==> src/rtl/exec_sequencer_if.sv <==
// Handshake and execution-unit bus of the multi-beat SIMD command sequencer.
// The sequencer takes the slave side; the command/operand source, result sink and execution unit take the master side.
interface exec_sequencer_if #(
  parameter int BITS_ALUOP = 4,
  parameter int BITS_ARRAY = 64,
  parameter int BITS_DATA  = 8,
  parameter int BITS_BEATS = 8
);
  logic                  cmdValid;
  logic                  cmdReady;
  logic [BITS_ALUOP-1:0] cmdOpCode;
  logic [BITS_BEATS-1:0] cmdBeats;
  logic                  cmdChain;
  logic [BITS_DATA-1:0]  cmdCarryIn;

  logic                  opValid;
  logic                  opReady;
  logic [BITS_ARRAY-1:0] opArrayA;
  logic [BITS_ARRAY-1:0] opArrayB;

  logic [BITS_ALUOP-1:0] exOpCode;
  logic [BITS_ARRAY-1:0] exArrayA;
  logic [BITS_ARRAY-1:0] exArrayB;
  logic [BITS_DATA-1:0]  exAuxCarry;
  logic [BITS_ARRAY-1:0] exResult;
  logic [BITS_DATA-1:0]  exCarryTotal;

  logic                  resValid;
  logic                  resReady;
  logic [BITS_ARRAY-1:0] resData;
  logic [BITS_DATA-1:0]  resCarry;
  logic                  resLast;

  modport slave (
    input  cmdValid, cmdOpCode, cmdBeats, cmdChain, cmdCarryIn,
    output cmdReady,
    input  opValid, opArrayA, opArrayB,
    output opReady,
    output exOpCode, exArrayA, exArrayB, exAuxCarry,
    input  exResult, exCarryTotal,
    output resValid, resData, resCarry, resLast,
    input  resReady
  );

  modport master (
    output cmdValid, cmdOpCode, cmdBeats, cmdChain, cmdCarryIn,
    input  cmdReady,
    output opValid, opArrayA, opArrayB,
    input  opReady,
    input  exOpCode, exArrayA, exArrayB, exAuxCarry,
    output exResult, exCarryTotal,
    input  resValid, resData, resCarry, resLast,
    output resReady
  );
endinterface

==> src/rtl/exec_sequencer.sv <==
// Multi-beat command sequencer feeding a combinational 8-lane SIMD execution unit,
// with a one-entry result buffer and optional lane-carry chaining between beats.
module exec_sequencer #(
  parameter int BITS_ALUOP = 4,
  parameter int BITS_ARRAY = 64,
  parameter int BITS_DATA  = 8,
  parameter int BITS_BEATS = 8
) (
  input  logic              clk,
  input  logic              reset,
  exec_sequencer_if.slave   bus,
  output logic              busy,
  output logic              done
);

  typedef enum logic [1:0] {IDLE, RUN, FINISH} state_t;

  state_t                state;
  state_t                stateNext;
  logic [BITS_ALUOP-1:0] opCodeReg;
  logic                  chainReg;
  logic [BITS_DATA-1:0]  carryReg;
  logic [BITS_BEATS-1:0] remaining;
  logic                  resValidReg;
  logic [BITS_ARRAY-1:0] resDataReg;
  logic [BITS_DATA-1:0]  resCarryReg;
  logic                  resLastReg;
  logic                  doneReg;

  logic                  cmdAccept;
  logic                  opAccept;
  logic                  opFire;
  logic                  resDrain;
  logic                  finishGo;
  logic [BITS_DATA-1:0]  carryRev;

  always_ff @(posedge clk) begin
    if (reset) state <= IDLE;
    else       state <= stateNext;
  end

  // NOTE: every output of this block gets a default before the case; a path
  // that leaves one unassigned would infer a latch.
  always_comb begin
    stateNext = state;
    cmdAccept = 1'b0;
    opAccept  = 1'b0;
    finishGo  = 1'b0;
    unique case (state)
      IDLE: begin
        cmdAccept = 1'b1;
        if (bus.cmdValid) stateNext = (bus.cmdBeats == '0) ? FINISH : RUN;
      end
      RUN: begin
        opAccept = !resValidReg || bus.resReady;
        if (bus.opValid && opAccept && remaining == BITS_BEATS'(1)) stateNext = FINISH;
      end
      FINISH: begin
        // Only the final beat can still be buffered here.
        finishGo = !resValidReg || (bus.resReady && resLastReg);
        if (finishGo) stateNext = IDLE;
      end
      default: stateNext = IDLE;
    endcase
  end

  assign opFire   = bus.opValid && opAccept;
  assign resDrain = resValidReg && bus.resReady;

  // carryTotal bit i is lane i's carry-out; auxCarry bit (N-1-i) is lane i's carry-in.
  always_comb begin
    carryRev = '0;
    for (int i = 0; i < BITS_DATA; i++) carryRev[i] = bus.exCarryTotal[BITS_DATA-1-i];
  end

  // NOTE: state registers use non-blocking assignments so every register samples
  // the pre-edge values regardless of statement order.
  always_ff @(posedge clk) begin
    if (reset) begin
      opCodeReg   <= '0;
      chainReg    <= 1'b0;
      carryReg    <= '0;
      remaining   <= '0;
      resValidReg <= 1'b0;
      resDataReg  <= '0;
      resCarryReg <= '0;
      resLastReg  <= 1'b0;
      doneReg     <= 1'b0;
    end else begin
      doneReg <= finishGo;
      if (state == IDLE && bus.cmdValid) begin
        opCodeReg <= bus.cmdOpCode;
        chainReg  <= bus.cmdChain;
        carryReg  <= bus.cmdCarryIn;
        remaining <= bus.cmdBeats;
      end
      if (opFire) begin
        resDataReg  <= bus.exResult;
        resCarryReg <= bus.exCarryTotal;
        resValidReg <= 1'b1;
        resLastReg  <= (remaining == BITS_BEATS'(1));
        remaining   <= remaining - BITS_BEATS'(1);
        if (chainReg) carryReg <= carryRev;
      end else if (resDrain) begin
        resValidReg <= 1'b0;
      end
    end
  end

  assign bus.cmdReady   = cmdAccept;
  assign bus.opReady    = opAccept;
  assign bus.exOpCode   = (state == IDLE) ? '0 : opCodeReg;
  assign bus.exArrayA   = bus.opArrayA;
  assign bus.exArrayB   = bus.opArrayB;
  assign bus.exAuxCarry = carryReg;
  assign bus.resValid   = resValidReg;
  assign bus.resData    = resDataReg;
  assign bus.resCarry   = resCarryReg;
  assign bus.resLast    = resLastReg;
  assign busy           = (state != IDLE);
  assign done           = doneReg;

endmodule

==> src/flat_wrapper.sv <==
// flat-port wrapper written by rule: the top's interface ports become plain ports
module exec_sequencer_flat 
#(
  parameter int BITS_ALUOP = 4,
  parameter int BITS_ARRAY = 64,
  parameter int BITS_DATA  = 8,
  parameter int BITS_BEATS = 8
)
  (clk, reset, busy, done, bus_cmdValid, bus_cmdOpCode, bus_cmdBeats, bus_cmdChain, bus_cmdCarryIn, bus_cmdReady, bus_opValid, bus_opArrayA, bus_opArrayB, bus_opReady, bus_exOpCode, bus_exArrayA, bus_exArrayB, bus_exAuxCarry, bus_exResult, bus_exCarryTotal, bus_resValid, bus_resData, bus_resCarry, bus_resLast, bus_resReady);
  exec_sequencer_if #(.BITS_ALUOP(BITS_ALUOP), .BITS_ARRAY(BITS_ARRAY), .BITS_DATA(BITS_DATA), .BITS_BEATS(BITS_BEATS)) bus_i ();
  input  logic clk;
  input  logic reset;
  output logic busy;
  output logic done;
  input wire logic [$bits(bus_i.cmdValid)-1:0] bus_cmdValid;
  input wire logic [$bits(bus_i.cmdOpCode)-1:0] bus_cmdOpCode;
  input wire logic [$bits(bus_i.cmdBeats)-1:0] bus_cmdBeats;
  input wire logic [$bits(bus_i.cmdChain)-1:0] bus_cmdChain;
  input wire logic [$bits(bus_i.cmdCarryIn)-1:0] bus_cmdCarryIn;
  output wire logic [$bits(bus_i.cmdReady)-1:0] bus_cmdReady;
  input wire logic [$bits(bus_i.opValid)-1:0] bus_opValid;
  input wire logic [$bits(bus_i.opArrayA)-1:0] bus_opArrayA;
  input wire logic [$bits(bus_i.opArrayB)-1:0] bus_opArrayB;
  output wire logic [$bits(bus_i.opReady)-1:0] bus_opReady;
  output wire logic [$bits(bus_i.exOpCode)-1:0] bus_exOpCode;
  output wire logic [$bits(bus_i.exArrayA)-1:0] bus_exArrayA;
  output wire logic [$bits(bus_i.exArrayB)-1:0] bus_exArrayB;
  output wire logic [$bits(bus_i.exAuxCarry)-1:0] bus_exAuxCarry;
  input wire logic [$bits(bus_i.exResult)-1:0] bus_exResult;
  input wire logic [$bits(bus_i.exCarryTotal)-1:0] bus_exCarryTotal;
  output wire logic [$bits(bus_i.resValid)-1:0] bus_resValid;
  output wire logic [$bits(bus_i.resData)-1:0] bus_resData;
  output wire logic [$bits(bus_i.resCarry)-1:0] bus_resCarry;
  output wire logic [$bits(bus_i.resLast)-1:0] bus_resLast;
  input wire logic [$bits(bus_i.resReady)-1:0] bus_resReady;
  assign bus_i.cmdValid = bus_cmdValid;
  assign bus_i.cmdOpCode = bus_cmdOpCode;
  assign bus_i.cmdBeats = bus_cmdBeats;
  assign bus_i.cmdChain = bus_cmdChain;
  assign bus_i.cmdCarryIn = bus_cmdCarryIn;
  assign bus_cmdReady = bus_i.cmdReady;
  assign bus_i.opValid = bus_opValid;
  assign bus_i.opArrayA = bus_opArrayA;
  assign bus_i.opArrayB = bus_opArrayB;
  assign bus_opReady = bus_i.opReady;
  assign bus_exOpCode = bus_i.exOpCode;
  assign bus_exArrayA = bus_i.exArrayA;
  assign bus_exArrayB = bus_i.exArrayB;
  assign bus_exAuxCarry = bus_i.exAuxCarry;
  assign bus_i.exResult = bus_exResult;
  assign bus_i.exCarryTotal = bus_exCarryTotal;
  assign bus_resValid = bus_i.resValid;
  assign bus_resData = bus_i.resData;
  assign bus_resCarry = bus_i.resCarry;
  assign bus_resLast = bus_i.resLast;
  assign bus_i.resReady = bus_resReady;
  exec_sequencer #(.BITS_ALUOP(BITS_ALUOP), .BITS_ARRAY(BITS_ARRAY), .BITS_DATA(BITS_DATA), .BITS_BEATS(BITS_BEATS)) u_core (.clk(clk), .reset(reset), .bus(bus_i), .busy(busy), .done(done));
endmodule
==> config.mk <==
export PLATFORM = sky130hd
export DESIGN_NAME = exec_sequencer_flat
export DESIGN_NICKNAME = d
export VERILOG_FILES = /design/src/rtl/exec_sequencer_if.sv /design/src/rtl/exec_sequencer.sv /design/src/flat_wrapper.sv
export SDC_FILE = /design/constraint.sdc
export NUM_CORES = 1
export LEC_CHECK = 0
export CORE_AREA = 2 2 173 175
export DETAILED_ROUTE_END_ITERATION = 16
export DIE_AREA = 0 0 175 177
export PLACE_DENSITY = 0.52
export SLEW_MARGIN = 15
export SYNTH_ARGS = -nofsm -noshare
export SYNTH_HDL_FRONTEND = slang
export SYNTH_SLANG_ARGS = --single-unit
export TNS_END_PERCENT = 30
==> constraint.sdc <==
create_clock -name clk -period 3.4 [get_ports clk]
set_input_delay 0.85 -clock clk [delete_from_list [all_inputs] [get_ports clk]]
set_output_delay 0.85 -clock clk [all_outputs]
set_load 0.1 [all_outputs]
# --- Word level (Yosys, flattened, before mapping) ---
# Cells that the tools add are included.
# Widths: inputs -> output; s select.
totals:
  register_bits: 98
  inputBits: 226
op_classes:
  n_reduce_logical: 16
  n_eq_ne: 6
  bitwise_logic: 1
  mux: 15
  add_sub_neg: 1
op_table:
  columns: ["cell", "count"]
  rows:
  - ["$mux 8", 5]
  - ["$eq 8x1->1 const B", 1]
  - ["$logic_not 8->1", 1]
  - ["$mux 2", 4]
  - ["$sub 8x1->8 const B", 1]
  - ["$logic_and 1x1->1", 6]
  - ["$pmux 2 s3", 1]
  - ["$reduce_bool 2->1", 3]
  - ["$mux 1", 4]
  - ["$mux 4", 1]
  - ["$ne 2x1->1 const B", 2]
  - ["$reduce_and 3->1", 1]
  - ["$eq 2x1->1 const B", 1]
  - ["$eq 2x2->1 const B", 1]
  - ["$logic_not 2->1", 1]
  - ["$logic_or 1x1->1", 2]
  - ["$ne 2x2->1 const B", 1]
  - ["$reduce_or 2->1", 1]
  - ["$logic_not 1->1", 1]
  - ["$not 1->1", 1]

# --- Depth between registers and ports, before layout ---
logic_depth:
  ltp_word: 6
  depth_mapped: 7
  ltp_nobuf: 6

# --- Worst setup path before layout ---
# OpenSTA, ideal clock, no wires.
synth_path:
  kind: "input-to-output"
  from: "input port bus_resReady"
  to: "output port bus_opReady"
  required_time_ns: 2.550
  setup_slack_ns: 0.558
  path_buffers: 1
  arrival_ns: 1.992
  path_stages: 3
  cell_sequence: "nand2b_1 > clkbuf_1 > and2_1"
synth_via:
  elab_chain_len: 2
synth_rtl:
  columns: ["element", "line", "source"]
  rows:
  - ["start, declared", "flat_wrapper.sv:35", "input wire logic [$bits(bus_i.resReady)-1:0] bus_resReady;"]
  - ["$logic_or 1x1->1", "exec_sequencer.sv:55", "opAccept = !resValidReg || bus.resReady;"]
  - ["$mux 1", "exec_sequencer.sv:49", "unique case (state)"]
  - ["end, declared", "flat_wrapper.sv:24", "output wire logic [$bits(bus_i.opReady)-1:0] bus_opReady;"]
# No other way between the ends.

# --- Worst setup path in the final report ---
# Same ends and word-level chain as after synthesis.

==> run_results.csv <==
group,metric,value,unit
outcome,outcome,"complete, no violations",
worst_setup_path,rrSetupSlack,1.20,ns
placed_design,dp_cells,1021,
placed_design,place_area,0.005832,mm^2
logic_synthesis,netlist_instances,597,
hold_path,hold_path_startpoint,"u_core.opCodeReg[3]$_SDFFE_PP0P_",
timing,rsz0062_at_grt,"false",
logic_synthesis,async_flop_share,0,%
worst_setup_path,crit_slowest_cell,"clkdlybuf4s50_1",
layout,stdcell_count,1037,
clock_network,cts_sinks,98,
clock_network,clkTransAtPathRegs,0.07,ns
timing,fin_tns_setup,0,ns
global_routing,grt-ovfl-total,0,
detailed_routing,routed_wl,15.19,mm
pwr,p_total,3.084,mW
worst_setup_path,start_kind,"input port",
detailed_routing,ant_nets,0,
pwr,vdd_drop_max,0.0002233,V
logic_synthesis,avgSynthCellArea,7.822,um^2
worst_setup_path,crit_cells,4,
logic_synthesis,ys_ff_latch,98,
worst_setup_path,rr_worst_depth,6,
logic_synthesis,synthFlopType,"dfxtp_1",
pwr,power.leakage,2.264,nW
die,die_h,177,um
timing,hold_viol_final,0,
timing,period_share,84.22,%
die,start_util,15.97,%
logic_synthesis,synthTopCellsByArea,"dfxtp_1 (42%), buf_4 (21%), nand2_1 (14%)",
detailed_routing,via_count,3956,
detailed_routing,drt-initial-drc-count,155,
clock_network,post_cts_buffers,0,
global_routing,antenna_found_initial,0,
worst_setup_path,critical_path_class,"in -> out",
clock_network,clockBufferDepth,2,
worst_setup_path,cp.buffers_inverters,2,
logic_synthesis,synth_area_leader_cell,"dfxtp_1",
logic_synthesis,syn-cell-area,0.004669,mm^2
timing,worstMarginPinSlew,0.9407,ns
placed_design,numPortBuffers,187,
clock_network,ctsRootBufferMaster,"clkbuf_16",
worst_setup_path,end_kind,"output port",
timing,setup_ws,0.5365,ns
worst_setup_path,worstSetupEndpoint,"bus_opReady",
timing,fmax,349.2,MHz
logic_synthesis,synth.distinct_cells,36,
layout,area_delta_synth_final,30.73,%
global_routing,track_usage,9.378,%
pwr,pwr_density_cell,505.2,mW/mm^2
logic_synthesis,yosysSeqAreaShare,42.02,%
layout,nets,870,
global_routing,grt_pass1_vias,3720,
worst_setup_path,crit_start,"bus_resReady",
global_routing,grt_max_degree,76,
logic_synthesis,ys_warn_count,0,
timing,clock_skew,0.008427,ns
layout,mostFrequentLayoutCells,"nand2_1 (173), dfxtp_1 (98), buf_4 (97)",
worst_setup_path,critical_path_arrival,2.01,ns
detailed_routing,drc,0,
timing,slew_viol_final,0,
worst_setup_path,critical_path.max_fanout,5,
clock_network,cts_tree,"done",
detailed_routing,firstDrtPassIters,4,
placed_design,dpl_worst_slack,0.5264,ns
die,rows,63,
worst_setup_path,timing.rr.end,"u_core.remaining[5]$_SDFFE_PP0P_",
clock_network,ctsResizeCount,0,
logic_synthesis,synth_top_area_share,42.02,%
die,fp.dieArea,0.03098,mm^2
die,die_w,175,um
clock_network,cts_hold_buf,0,
worst_setup_path,cp_top_family,"buffers and inverters",
timing,relSlewSlack,37.29,%
logic_synthesis,syn_nets,825,
clock_network,cts_buffers,9,
clock_network,clkLatencyLatePin,0.35,ns
run,maxCapViolCount,0,
layout,drive_gt1_share,19.01,%
placed_design,dp_hpwl,10.87,mm
clock_network,cts_max_level,3,
worst_setup_path,r2r-start,"u_core.state[0]$_SDFFE_PP0P_",
layout,num-fill-cells,3271,
worst_setup_path,crit_path_max_incr_delay,0.49,ns
detailed_routing,viasPerCell,3.815,
timing,whs,0.4504,ns
layout,design_area,0.006105,mm^2
die,core-area,0.02924,mm^2
global_routing,grt_pass1_wl,21.83,mm
detailed_routing,wire_per_inst,14.65,um
worst_setup_path,worstPathCellList,"clkdlybuf4s50_1 -> nand2b_1 -> and2_1 -> buf_12",
logic_synthesis,synth_edf_count,0,
die,io_pins,444,
layout,layout_commonest_cell,"nand2_1",
worst_setup_path,critPathRequiredTime,2.55,ns
layout,antenna_cells,0,
layout,utilization,20.87,%
hold_path,hold_class,"reg -> reg",
timing,post-route-min-period,2.864,ns
timing,setup_violations,0,
placed_design,gp_congestion,0.6921,
[metal layers]
layer	global-route usage, %	up-vias	part of all wire (%)
met5	0	-	0
met4	6.632	0	5.9
met3	3.415	75	8.1
met2	14.71	170	45
met1	10.58	1808	41
li1	-	1903	-
[cell usage after synthesis, types with 5 or more instances]
library cell	number
a21oi_1	88
a311oi_1	8
dfxtp_1	98
buf_4	128
nand2_1	173
nand3_1	6
and2_1	5
buf_2	17
nor2_1	13
clkbuf_1	18
[logic make-up (layout without fill, tap and decap cells)]
logic type / count (synthesis) / count (layout) / share of synthesized area [%]
adders and majority gates: 2 / 2 / 0.5358
buffers and inverters: 167 / 217 / 24.17
AOI/OAI and AO/OA: 111 / 111 / 13.64
and+or+nand+nor: 219 / 219 / 19.64
DFF: 98 / 98 / 42.01
[flip-flops by register name, summed over array words and instances (netlist names)]
signal,count
u_core.done,1
u_core.bus.resCarry,8
u_core.bus.resData,64
u_core.state,2
u_core.bus.resValid,1
u_core.bus.resLast,1
u_core.remaining,8
u_core.bus.exAuxCarry,8
u_core.opCodeReg,4
u_core.chainReg,1
[where the power goes]
group | internal (mW) | total (mW) | switching (mW)
clock | 0.502 | 0.979 | 0.477
combinational | 0.254 | 0.856 | 0.602
sequential | 1.21 | 1.25 | 0.0379
total | 1.97 | 3.08 | 1.12
[how the worst min path moves through the flow]
stage / cells after the start / end
after floorplan: 2 / u_core.opCodeReg[0]$_SDFFE_PP0P_
after global placement: 2 / u_core.opCodeReg[0]$_SDFFE_PP0P_
after detailed placement: 2 / u_core.opCodeReg[3]$_SDFFE_PP0P_
after CTS: 2 / u_core.opCodeReg[3]$_SDFFE_PP0P_
after global routing: 2 / u_core.bus.resData[22]$_SDFFE_PP0P_
final: 2 / u_core.opCodeReg[3]$_SDFFE_PP0P_
[worst reg2reg max path, cell delays in order (launching register included)]
cell and delay [ns]:
dfxtp_1 0.42, nor2b_1 0.45, buf_4 0.27, and3_2 0.44, buf_12 0.26, a32oi_1 0.16
a31oi_1 0.14
[layout make-up]
| cell class | count | area (um^2) | share of cell area, % |
|---|---|---|---|
| flip-flops and latches | 98 | 1962 | 32.14 |
| repair buffers | 197 | 1769 | 28.98 |
| multi-input cells | 332 | 1598 | 26.17 |
| well taps | 390 | 488.0 | 7.993 |
| clock buffers | 11 | 232.7 | 3.812 |
| clock inverters | 5 | 40.04 | 0.6559 |
| inverters | 4 | 15.01 | 0.2460 |
Power figures use the tool's default switching activity.
